**config.mk**
```make
export PLATFORM = sky130hd
export DESIGN_NAME = can_tx_priority
export DESIGN_NICKNAME = d
export VERILOG_FILES = /design/src/rtl/can_tx_priority.sv
export SDC_FILE = /design/constraint.sdc
export NUM_CORES = 2
export LEC_CHECK = 0
export ABC_CLOCK_PERIOD_IN_PS = 24800
export CORE_MARGIN = 2
export CORE_UTILIZATION = 60
export CTS_BUF_LIST = sky130_fd_sc_hd__clkbuf_16
export DETAILED_ROUTE_END_ITERATION = 8
export PLACE_DENSITY = 0.82
export SYNTH_ARGS = -nofsm -noshare
export SYNTH_HDL_FRONTEND = slang
export SYNTH_SLANG_ARGS = --single-unit
```
**constraint.sdc**
```tcl
create_clock -name clk -period 24.8 [get_ports clk]
set_input_delay 6.2 -clock clk [delete_from_list [all_inputs] [get_ports clk]]
set_output_delay 6.2 -clock clk [all_outputs]
set_load 0.05 [all_outputs]
```
**src/rtl/can_tx_priority.sv**
```systemverilog
// CAN transmit-request priority queue: tx_reg always holds the lowest-id known frame,
// with up to N further frames pending in a slot buffer.
module can_tx_priority #(
  parameter int unsigned N = 8
) (
  input  logic        clk,
  input  logic        rst,
  input  logic        we,
  input  logic [10:0] req_id,
  input  logic [3:0]  req_dlc,
  input  logic [7:0]  req_data [8],
  input  logic        re,
  output logic        start_tx,
  output logic [10:0] tx_id,
  output logic [3:0]  tx_dlc,
  output logic [7:0]  tx_data [8],
  output logic        full,
  output logic        empty
);

  localparam int unsigned ID_W  = 11;
  localparam int unsigned DLC_W = 4;
  localparam int unsigned BYTES = 8;
  localparam int unsigned IW    = (N > 1) ? $clog2(N) : 1;

  typedef struct packed {
    logic [ID_W-1:0]       id;
    logic [DLC_W-1:0]      dlc;
    logic [BYTES-1:0][7:0] data;
  } frame_t;

  frame_t         tx_q, tx_d;
  logic           tx_valid_q, tx_valid_d;
  frame_t         slot_q [N];
  frame_t         slot_d [N];
  logic [N-1:0]   slot_valid_q, slot_valid_d;
  logic           full_q, empty_q;

  frame_t         req_frame;
  logic           best_valid;
  logic [IW-1:0]  best_idx;
  logic [ID_W-1:0] best_id;
  logic           free_found;
  logic [IW-1:0]  free_idx;
  logic           swap_found;
  logic [IW-1:0]  swap_idx;

  // Pack the request into a frame
  always_comb begin
    req_frame.id  = req_id;
    req_frame.dlc = req_dlc;
    req_frame.data = '0;
    for (int unsigned b = 0; b < BYTES; b++) begin
      req_frame.data[b] = req_data[b];
    end
  end

  // Lowest-id valid slot (lowest index on ties), lowest free slot, and lowest slot
  // that is free once the best entry has been moved out.
  always_comb begin
    best_valid = 1'b0;
    best_idx   = '0;
    best_id    = '0;
    free_found = 1'b0;
    free_idx   = '0;
    for (int unsigned i = 0; i < N; i++) begin
      if (slot_valid_q[i] && (!best_valid || slot_q[i].id < best_id)) begin
        best_valid = 1'b1;
        best_idx   = IW'(i);
        best_id    = slot_q[i].id;
      end
      if (!free_found && !slot_valid_q[i]) begin
        free_found = 1'b1;
        free_idx   = IW'(i);
      end
    end
    swap_found = 1'b0;
    swap_idx   = '0;
    for (int unsigned i = 0; i < N; i++) begin
      if (!swap_found && (!slot_valid_q[i] || (best_valid && IW'(i) == best_idx))) begin
        swap_found = 1'b1;
        swap_idx   = IW'(i);
      end
    end
  end

  // Next-state selection for tx_reg and buffer
  always_comb begin
    tx_d         = tx_q;
    tx_valid_d   = tx_valid_q;
    slot_d       = slot_q;
    slot_valid_d = slot_valid_q;
    if (re && tx_valid_q) begin
      // Retire current frame; the request beats buffer entries on equal ids
      if (we && !(best_valid && best_id < req_frame.id)) begin
        tx_d = req_frame;
      end else if (best_valid) begin
        tx_d = slot_q[best_idx];
        slot_valid_d[best_idx] = 1'b0;
        if (we && swap_found) begin
          slot_d[swap_idx]       = req_frame;
          slot_valid_d[swap_idx] = 1'b1;
        end
      end else begin
        tx_valid_d = 1'b0;
        tx_d       = '0;
      end
    end else if (we) begin
      if (!tx_valid_q) begin
        tx_d       = req_frame;
        tx_valid_d = 1'b1;
      end else if (free_found) begin
        if (req_frame.id < tx_q.id) begin
          tx_d             = req_frame;
          slot_d[free_idx] = tx_q;
        end else begin
          slot_d[free_idx] = req_frame;
        end
        slot_valid_d[free_idx] = 1'b1;
      end
    end
  end

  always_ff @(posedge clk) begin
    if (rst) begin
      tx_q         <= '0;
      tx_valid_q   <= 1'b0;
      slot_valid_q <= '0;
      for (int unsigned i = 0; i < N; i++) begin
        slot_q[i] <= '0;
      end
      full_q  <= 1'b0;
      empty_q <= 1'b1;
    end else begin
      tx_q         <= tx_d;
      tx_valid_q   <= tx_valid_d;
      slot_q       <= slot_d;
      slot_valid_q <= slot_valid_d;
      full_q       <= &slot_valid_d;
      empty_q      <= !tx_valid_d && (slot_valid_d == '0);
    end
  end

  assign start_tx = tx_valid_q;
  assign tx_id    = tx_q.id;
  assign tx_dlc   = tx_q.dlc;
  assign full     = full_q;
  assign empty    = empty_q;

  always_comb begin
    for (int unsigned b = 0; b < BYTES; b++) begin
      tx_data[b] = tx_q.data[b];
    end
  end

endmodule

```
== Word level (Yosys, flattened, before mapping) ==
Cells that the tools add are included.
Word-level totals
  word-level logic and storage cells: 320
  output and inout bits: 82
  bits in registers: 722
  input bits: 83
Operators by class
  order comparisons: 20
  bitwise logic cells: 7
  reductions and logical operators: 92
  equal/unequal tests: 12
  mux-type cells: 95
Operator list (number)
  $mux W632: 8
  $bwmux W632: 3
  $mux W79: 11
  $demux W79 S3: 2
  $bmux W79 S3: 1
  $lt A11 B11 Y1: 9
  $mux W11: 8
  $mux W8: 7
  $mux W3: 18
  $logic_and A1 B1 Y1: 39
  $mux W1: 34
  $logic_not A1 Y1: 30
  $or A8 B8 Y8: 2
  $logic_or A1 B1 Y1: 15
  $eq A3 B3 Y1 const A: 4
  $ge A4 B4 Y1 const B: 3
  $lt A3 B4 Y1 const B: 3
  $not A3 Y4: 3
  $demux W1 S3: 3
  $ge A3 B1 Y1 const B: 3
  $and A8 B8 Y8: 1
  $logic_not A8 Y1: 1
  $lt A4 B1 Y1 const B: 2
  $not A8 Y8: 1
  10 further kinds: 15

== Logic depth before layout (Yosys ltp) ==
  depth after elaboration: 65
  gate-level depth with buffers: 94
  mapped depth without buffers: 80

== Least setup slack after synthesis ==
No wires, ideal clock.
  kind: flip-flop to flip-flop
  start: register slot_valid_q[0]
  end: register slot_q[305] (netlist name)
  setup time: 0.137 ns
  path buffers: 16
  data required time: 24.663 ns
  stages on the path, launching flop included: 89
  arrival time: 19.205 ns
  setup slack: 5.458 ns
  period minus slack after synthesis: 19.342 ns
  cells stage by stage: dfxtp_1 -> clkbuf_1 -> clkbuf_1 -> nand2_1 -> ha_1 -> and4_1 -> o21ai_0 -> a311o_1 -> nand2_1 -> a21boi_0 -> clkbuf_1 -> mux2_2 -> ha_1 -> nand2_1 -> or2_2 -> a2111oi_0 -> o21ba_2 -> clkbuf_1 -> [53 not listed] -> a31o_2 -> clkbuf_1 -> clkbuf_1 -> nand2_1 -> o21ai_0 -> ha_1 -> o21ai_0 -> nand2b_1 -> a21oi_1 -> nor2_1 -> a2111oi_0 -> o2111a_1 -> a21oi_1 -> buf_2 -> a21oi_1 -> clkbuf_1 -> buf_1 -> a211oi_1
Between the ends
  cells in the longest elaborated chain, start to end: 64
  elaborated cells on any way between the ends: 166
  classes of those cells: order compare (12); eq/ne (10); mux (68); bitwise (2); reduce/logical (74)
RTL lines
  start, declared: RTL line 36  | logic [N-1:0] slot_valid_q, slot_valid_d;
  start signal, assigned: RTL line 138  | slot_valid_q <= slot_valid_d;
  $mux W11 / $mux W1 (equally long branches): RTL line 67  | if (slot_valid_q[i] && (!best_valid || slot_q[i].id < best_id)) begin
  $lt A11 B11 Y1 / $logic_not A1 Y1 (equally long branches): RTL line 67
  $logic_or A1 B1 Y1: RTL line 67
  $logic_and A1 B1 Y1: RTL line 67
  $mux W11 / $mux W1 (equally long branches): RTL line 67
  $lt A11 B11 Y1 / $logic_not A1 Y1 (equally long branches): RTL line 67
  $logic_or A1 B1 Y1: RTL line 67
  $logic_and A1 B1 Y1: RTL line 67
  [48 not listed]
  $logic_and A1 B1 Y1 (implied by the code): RTL line 101  | slot_d[swap_idx] = req_frame;
  $mux W79 (implied by the code): RTL line 101
  $demux W79 S3: RTL line 101
  $bwmux W632: RTL line 101
  $mux W632: RTL line 100  | if (we && swap_found) begin
  $mux W632: RTL line 97  | end else if (best_valid) begin
  $mux W632: RTL line 95  | if (we && !(best_valid && best_id < req_frame.id)) begin
  $mux W632: RTL line 93  | if (re && tx_valid_q) begin
  end signal, assigned: RTL line 137  | slot_q <= slot_d;
  end, declared: RTL line 34  | frame_t slot_q [N];
Several ways; a longest one is shown, not always the timed one. The select of a mux whose other input is x is not followed.
A chain may end at the register's enable or synchronous reset.

== Worst setup path after layout ==
  start: register slot_valid_q[0]
  end: register slot_q[70] (netlist name)
The elaborated chain is that of the path after synthesis.

==> run metrics <==
Clock Latency Late Sink ~0.63 ns; Final Util around 66%; Syn-to-layout area delta 8.84%; DP Worst Slack 2.87 ns; vias 40.7k; Peak supply drop 47.8 uV; pwr dens 64.7 mW/mm^2; # fillers around 5.6k; H-tree levels 3; fraction of layout cells with a size suffix above 1 5.83%; initial antenna violation count 4; port bufs 164; Num CTS Buffers 79; RSZ-0062 raised after global routing no; Tmin final 22.53 ns; Slew HR roughly 16%; Hold Path Class reg2reg; Mapped Avg Cell Area roughly 7.7 um^2; clock sink count between 700 and 800; Synth cell types 71; clock transition at the registers of the reported paths roughly 0.050 ns; vias in the first global route roughly 37k; Crit Path Max Fanout 64; commonest non-fill, non-tap cell in the layout nor2_1; slowest stage delay, CP 1.04 ns; DR pass1 iterations 6; Gate Count Post-Synth 5074; largest net degree at the start of global routing 197; TritonCTS clock tree built; DIE AREA around 0.067 mm^2; post-DR vias/cell roughly 7.2; Startpoint Class flip-flop; row cnt 93; Setup Crit Path Kind reg2reg; Pleak between 0.01 and 0.015 uW; GR Overflow Total 0; Yosys reg bits 722; antenna viol nets, final 0; CTS max path bufs 3; Critical Path RT 25.32 ns; Worst Hold Depth 2; Worst Tran Pin Value 1.23 ns; design area ~0.042 mm^2; first-pass GRT wire length 220 mm; Die Y 259 um; Starting Density 60.6%; Post-CTS Hold Fix Bufs 0; clk_skew 0.0236 ns; Setup Buffers After CTS 0; DRC violations left 0; Tot GR Track Use approximately two fifths; PnR worst setup slack 2.27 ns; slowest CP cell a2111oi_0; area of the mapped netlist 0.0389 mm^2; post_cts resized 0; ys flop type dfxtp_1; final setup violating endpoints 0; Syn Nets 5247; asr flop ratio synth 0%; Max-cap violations 0; Detailed Place HPWL about 76 mm; final hold vios 0; core area 0.0642 mm^2; Tcrit/Tclk final 90.8%; post-synthesis sequential area ratio between 30% and 40%; root buffer cell clkbuf_16; final WL around 140 mm; GP Congestion 1.01; Final nets 4905; Worst Reg-to-Reg Cells 72; initial drt markers 6583; Fin Setup TNS 0 ns; Syn. warnings 0; post-placement cell area 0.0399 mm^2; Wirelength per Cell about 26 um; crit path capture type flip-flop; most frequent cells in the layout nor2_1, dfxtp_1, a211oi_1; Slew Limit Fails 0; chip width 259 um; # IOs between 150 and 200; crit path DAT 23.05 ns; EDFF count, synth 0; run status complete, no violations; maximum clock rate about 0.044 GHz
per-stage QoR:
stage	hold slack, ns	cells	total power, uW
after detailed placement	0.480	5506	1620
after global placement	0.475	5506	1610
after CTS	0.490	5640	2720
after floorplan	0.469	5074	1480
after global routing	0.501	5642	2800
final	0.490	5642	2740
final timing paths:
path                         from     endpoint  slack, ns
setup / recovery  slot_valid_q[0]   slot_q[70]       2.27
hold / removal        slot_q[133]  slot_q[133]       0.49
setup reg to reg  slot_valid_q[0]   slot_q[70]       2.27
hold reg to reg       slot_q[133]  slot_q[133]       0.49
layout make-up:
cell class	count	area (um^2)	share of cell area [%]
Antenna cell	2	5.00	0.0118
Sequential cell	722	14500	34.1
Clock buffer	81	2030	4.79
Inverter	76	285	0.674
Multi-Input combinational cell	3607	21800	51.5
Clock inverter	53	365	0.863
Tap cell	855	1070	2.53
Timing Repair Buffer	246	2310	5.46
where the power goes:
| part | leakage, uW | switching, uW | internal [uW] | total [uW] |
|---|---|---|---|---|
| Sequential | 0.00584 | 54.1 | 1180 | 1240 |
| Combinational | 0.00632 | 266 | 105 | 371 |
| Clock | 0.00125 | 497 | 632 | 1130 |
| Total | 0.0134 | 817 | 1920 | 2740 |
logic make-up (layout without fill, tap and decap cells):
group / after synthesis / count (layout) / share of synthesized area, %
fa+ha+maj: 90 / 90 / 2.89
mux: 43 / 43 / 1.20
compound gates: 1441 / 1441 / 28.5
buf+inv: 745 / 456 / 7.62
simple gates: 2033 / 2033 / 22.6
other cells: 0 / 2 / 0
flops: 722 / 722 / 37.2
state kept, by name, summed over array words and instances (netlist names):
register,flops
start_tx,1
slot_valid_q,8
tx_id,11
tx_data,64
tx_dlc,4
full,1
empty,1
slot_q,632
worst max-delay path, delay by kind of cell, from the launching register on:
family	cells	cell delay, ns
AOI/OAI and AO/OA	39	12.60
DFF	1	0.74
muxes	4	1.67
adders and majority gates	8	2.22
and+or+nand+nor	14	2.62
buffers and inverters	7	2.44
cells in the mapped netlist, types with 4 or more instances:
cell,n,area share (%)
nand4_1,83,1.3
buf_4,13,0.25
o211ai_1,17,0.33
o311a_1,9,0.23
a32oi_1,81,1.8
a22oi_1,395,7.6
buf_2,95,1.2
o22ai_1,4,0.064
o211a_1,4,0.10
o21ai_0,35,0.45
nand3b_1,5,0.097
nand2_1,475,4.6
mux2_2,30,0.87
a21oi_1,58,0.75
inv_1,76,0.73
o31ai_1,6,0.12
a221oi_1,160,3.6
ha_1,90,2.9
o2111ai_1,6,0.14
nor3_1,365,4.7
nand3_1,219,2.8
dfxtp_1,722,37
nor2b_1,7,0.11
a211oi_1,487,9.4
mux2i_1,13,0.33
a21o_1,40,0.77
o21a_1,13,0.25
a211o_1,4,0.090
o21ai_1,8,0.10
nand2b_1,9,0.14
and2_1,10,0.16
a31oi_1,7,0.11
and3_1,7,0.11
buf_1,106,1.0
or2_2,6,0.097
nor2_1,822,7.9
a2111oi_0,72,1.6
nor4_1,4,0.064
or3_1,4,0.064
clkbuf_1,455,4.4
per-layer routing:
metal / part of all wire, % / vias up / track usage, %
li1: - / 18000 / -
met1: 38 / 18900 / 56.5
met2: 43 / 3198 / 62.1
met3: 14 / 572 / 8.78
met4: 4.6 / 4 / 18.9
met5: 0.018 / - / 0
Power figures use the tool's default switching activity.
